### config.mk
export PLATFORM = sky130hd
export DESIGN_NAME = fpaddsub_norm_shift_seq
export DESIGN_NICKNAME = d
export VERILOG_FILES = /design/src/rtl/fpaddsub_norm_shift_seq.sv
export SDC_FILE = /design/constraint.sdc
export NUM_CORES = 1
export LEC_CHECK = 0
export ABC_AREA = 1
export BUFFER_PORTS_ARGS = -buffer_cell sky130_fd_sc_hd__buf_2
export CAP_MARGIN = 20
export CORE_MARGIN = 2
export CORE_UTILIZATION = 36
export DETAILED_ROUTE_END_ITERATION = 6
export HOLD_SLACK_MARGIN = 0.06
export MAX_ROUTING_LAYER = met4
export PLACE_DENSITY = 0.56
export SLEW_MARGIN = 20
export SYNTH_ARGS = -nofsm -noshare
export SYNTH_HDL_FRONTEND = slang
export SYNTH_SLANG_ARGS = --single-unit
export TNS_END_PERCENT = 100
### constraint.sdc
create_clock -name clk -period 2.5 [get_ports clk]
set_input_delay 0.375 -clock clk [delete_from_list [all_inputs] [get_ports clk]]
set_output_delay 0.375 -clock clk [all_outputs]
set_load 0.03 [all_outputs]
### src/rtl/fpaddsub_norm_shift_seq.sv
// Sequential normalizer for the FP add/sub datapath.
// Shifts the raw sum significand into place one step per cycle.
module fpaddsub_norm_shift_seq #(
    parameter int EXPONENT = 5,
    parameter int MANTISSA = 10
) (
    input  logic                clk,
    input  logic                rst_n,
    input  logic                in_valid,
    output logic                in_ready,
    input  logic [MANTISSA+1:0] in_mant,
    input  logic [EXPONENT-1:0] in_exp,
    input  logic                in_sign,
    output logic                out_valid,
    input  logic                out_ready,
    output logic [MANTISSA:0]   out_mant,
    output logic [EXPONENT-1:0] out_exp,
    output logic                out_sign,
    output logic                out_zero,
    output logic                out_ovf,
    output logic                out_sticky
);

    localparam logic [EXPONENT-1:0] EMAX  = '1;
    localparam logic [EXPONENT-1:0] EONE  = EXPONENT'(1);
    localparam logic [EXPONENT-1:0] EFOUR = EXPONENT'(4);

    typedef enum logic [1:0] {IDLE, SHIFT, DONE} state_t;

    state_t              st;
    logic [MANTISSA+1:0] mant;
    logic [EXPONENT-1:0] exp_q;
    logic                sign_q;

    logic                fin;
    logic [MANTISSA+1:0] n_mant;
    logic [EXPONENT-1:0] n_exp;
    logic [EXPONENT-1:0] inc;
    logic [MANTISSA:0]   r_mant;
    logic [EXPONENT-1:0] r_exp;
    logic                r_zero;
    logic                r_ovf;
    logic                r_sticky;

    // One priority rule per SHIFT cycle; fin marks a terminal rule.
    always_comb begin
        fin      = 1'b1;
        n_mant   = mant;
        n_exp    = exp_q;
        inc      = exp_q + EONE;
        r_mant   = mant[MANTISSA:0];
        r_exp    = exp_q;
        r_zero   = 1'b0;
        r_ovf    = 1'b0;
        r_sticky = 1'b0;
        if (exp_q == EMAX) begin
            r_mant = '0;
            r_ovf  = 1'b1;
        end else if (mant == '0) begin
            r_mant = '0;
            r_exp  = '0;
            r_zero = 1'b1;
        end else if (mant[MANTISSA+1]) begin
            r_mant   = mant[MANTISSA+1:1];
            r_sticky = mant[0];
            r_exp    = inc;
            if (inc == EMAX) begin
                r_mant = '0;
                r_ovf  = 1'b1;
            end
        end else if (mant[MANTISSA]) begin
            r_exp = exp_q;
        end else if (exp_q == EONE) begin
            r_exp = '0;
        end else begin
            fin = 1'b0;
            if (mant[MANTISSA-:4] == 4'd0 && exp_q > EFOUR) begin
                n_mant = mant << 4;
                n_exp  = exp_q - EFOUR;
            end else begin
                n_mant = mant << 1;
                n_exp  = exp_q - EONE;
            end
        end
    end

    always_ff @(posedge clk or negedge rst_n) begin
        if (!rst_n) begin
            st         <= IDLE;
            mant       <= '0;
            exp_q      <= '0;
            sign_q     <= 1'b0;
            in_ready   <= 1'b1;
            out_valid  <= 1'b0;
            out_mant   <= '0;
            out_exp    <= '0;
            out_sign   <= 1'b0;
            out_zero   <= 1'b0;
            out_ovf    <= 1'b0;
            out_sticky <= 1'b0;
        end else begin
            unique case (st)
                IDLE: begin
                    if (in_valid) begin
                        mant       <= in_mant;
                        exp_q      <= (in_exp == '0) ? EONE : in_exp;
                        sign_q     <= in_sign;
                        out_zero   <= 1'b0;
                        out_ovf    <= 1'b0;
                        out_sticky <= 1'b0;
                        in_ready   <= 1'b0;
                        st         <= SHIFT;
                    end
                end
                SHIFT: begin
                    if (fin) begin
                        out_mant   <= r_mant;
                        out_exp    <= r_exp;
                        out_sign   <= sign_q;
                        out_zero   <= r_zero;
                        out_ovf    <= r_ovf;
                        out_sticky <= r_sticky;
                        out_valid  <= 1'b1;
                        st         <= DONE;
                    end else begin
                        mant  <= n_mant;
                        exp_q <= n_exp;
                    end
                end
                DONE: begin
                    if (out_ready) begin
                        out_valid <= 1'b0;
                        in_ready  <= 1'b1;
                        st        <= IDLE;
                    end
                end
                default: st <= IDLE;
            endcase
        end
    end

endmodule

==> out/metrics.yaml <==
run_status:
  status: "finished clean"
timing:
  worst_pin_slew_ns: 0.9618
  setup_tns_ns: 0
  post-route-period-util: 0.8813
  hold_ws_ns: 0.2258
  setup_violations: 0
  fin_worst_skew_ns: 0.01006
  fmax_mhz: 453.9
  period_minus_slack_ns: 2.203
  relSlewSlack: 0.3588
  finalMaxSlewViolations: 0
  rsz0062_at_grt: "false"
  fin_ws_ns: 0.2967
  final_hold_viol_count: 0
global_routing:
  grt_pass1_wl_um: 11070
  track_usage: 0.1712
  grt_max_degree: 43
  antenna_found_initial: 0
  first_global_vias: 2159
  gr-total-overflow: 0
cts:
  cts_resized: 0
  clk_latency_ns: 0.30
  cts_hold_buf: 0
  cts-htree-levels: 2
  tritoncts: "yes"
  cts.sinks: 42
  cts_root_buf: "clkbuf_8"
  clk_pin_slew_ns: 0.09
  cts_made_buffers: 5
  ctsLongestPathBuffers: 2
  postCtsSetupRepairBufs: 0
critical_path:
  cp_data_arrival_time_ns: 2.40
  crit_fanout: 22
  critPathMaxStageDelay_ns: 0.57
  cp-end-kind: "register"
  cp-start-kind: "register"
  cp_cell_sequence: "inv_1 -> ha_1 -> nand3_2 -> nand2_4 -> nor2_8 -> nand3_4 -> nand2_2 -> inv_1 -> nand2_1 -> nand2_1"
  path_class: "register to register"
  worst_r2r_path_depth: 10
  worstPathRequired_ns: 2.69
  slowest_stage: "dfrtp_1"
die:
  die_area_um2: 8184
  core_area_um2: 7253
  row_count: 31
  initial_core_util: 0.3711
  io_pins: 44
  die_h_um: 90.47
  dieWidth_um: 90.47
synthesis:
  syn_nets: 422
  synth_edf_count: 0
  syn-cell-area_um2: 2691
  yosysWarnings: 0
  synth-main-ff-cell: "dfrtp_1"
  yosys.cell_types.count: 31
  ys_ff_latch: 42
  async_flop_share: 1.000
  avgSynthCellArea_um2: 6.901
  seq_area_frac_synth: 0.3910
  syn-instance-count: 390
route:
  dr.pass1.iters: 5
  vias: 2446
  finalWirelength_um: 6480
  drc: 0
  avgViaCountPerCell: 4.624
  wl_per_cell_um: 12.25
  ant_nets: 0
  drt_iter0_markers: 122
layout:
  diodes: 0
  fill_cells: 780
  nNetsFinal: 461
  syn_to_final_growth_pct: 13.02
  drive_above_1_share: 0.1698
  postLayoutCoreUtil: 0.4194
placed_design:
  dp_slack_ns: 0.3252
  dpl.hpwl_um: 4768
  routabilityCongestion: 0.8269
  port_buffers: 43
run:
  cap_violations: 0
pwr:
  powerDensity_nw_per_um2: 1357
  max-vdd-ir-drop_v: 0.0005299
  finalPower_mw: 4.128
  leakagePower_nw: 1.734
hold_path:
  hold_class: "input pin to async pin"
[cells in the final DEF, fill, tap and decap left out, types with 5 or more instances in the layout]
cell / n
nor2_1: 20
buf_2: 43
ha_1: 10
nand2_1: 185
a21oi_1: 7
o21ai_1: 5
clkbuf_8: 5
nand3_1: 43
o21ai_0: 9
dfrtp_1: 41
inv_1: 26
[per-stage QoR]
stage	cell area, um2	std cells
after global routing	3042	529
after CTS	3042	529
final	3042	529
after detailed placement	2955	521
after global placement	2955	521
after floorplan	2691	390
[critical path, delay by kind of cell, from the launching register on]
family / cells / cell delay, ns
and+or+nand+nor: 7 / 0.94
DFF: 1 / 0.57
buffers and inverters: 2 / 0.31
adders and majority gates: 1 / 0.26
[per-layer routing]
metal	track usage	vias to the layer above	part of all wire
met5	-	-	0
met4	0.05000	0	0.011
met3	0.02671	5	0.063
met2	0.2376	65	0.41
met1	0.2562	1076	0.52
li1	-	1300	-
[Yosys cell counts (5+ instances only)]
cell type	n	share of area
a21oi_1	7	0.013
dfrtp_1	41	0.38
nand3_1	43	0.080
nor2_1	20	0.028
o21ai_1	5	0.0093
o21ai_0	9	0.017
ha_1	10	0.046
inv_1	26	0.036
buf_4	6	0.017
nand2_1	185	0.26
[state kept, by name, summed over array words and instances, names as in the netlist]
signal      count
exp_q           5
in_ready        1
mant           12
out_exp         5
out_mant       11
out_ovf         1
out_sign        1
out_sticky      1
out_valid       1
out_zero        1
sign_q          1
st              2
[path summary, 6_finish.rpt]
check                      slack, ns      start     endpoint
max                             0.30   exp_q[2]   out_exp[0]
min                             0.23      rst_n      mant[4]
max reg2reg                     0.30   exp_q[2]   out_exp[0]
min reg2reg                     0.47   in_ready     in_ready
max in group asynchronous       1.68      rst_n  out_mant[2]
min in group clk                0.27  out_ready        st[1]
[where the power goes]
part / total (mW) / switching (mW) / leakage, nW / internal (mW)
combinational: 2.38 / 1.60 / 1.16 / 0.779
clock: 0.448 / 0.250 / 0.0452 / 0.197
sequential: 1.30 / 0.314 / 0.531 / 0.983
total: 4.13 / 2.17 / 1.73 / 1.96
[final cells by class]
class,instances,area (um2),share of cell area
clock buffer,6,72.57,0.02386
clock inverter,2,13.76,0.004525
inverter,30,115.1,0.03784
multi-input combinational,303,1419,0.4665
sequential,42,1052,0.3459
tap,99,123.9,0.04072
timing repair buffer,47,245.2,0.08063
[cell families after synthesis]
group / after synthesis / share of synthesized area
adder cells (fa/ha/maj): 10 / 0.04649
buffers and inverters: 45 / 0.08182
XOR/XNOR: 2 / 0.006510
AND/OR/NAND/NOR: 267 / 0.4268
flip-flops: 42 / 0.3910
AO/OA/AOI/OAI: 24 / 0.04742
(Power assumes the default switching activity.)
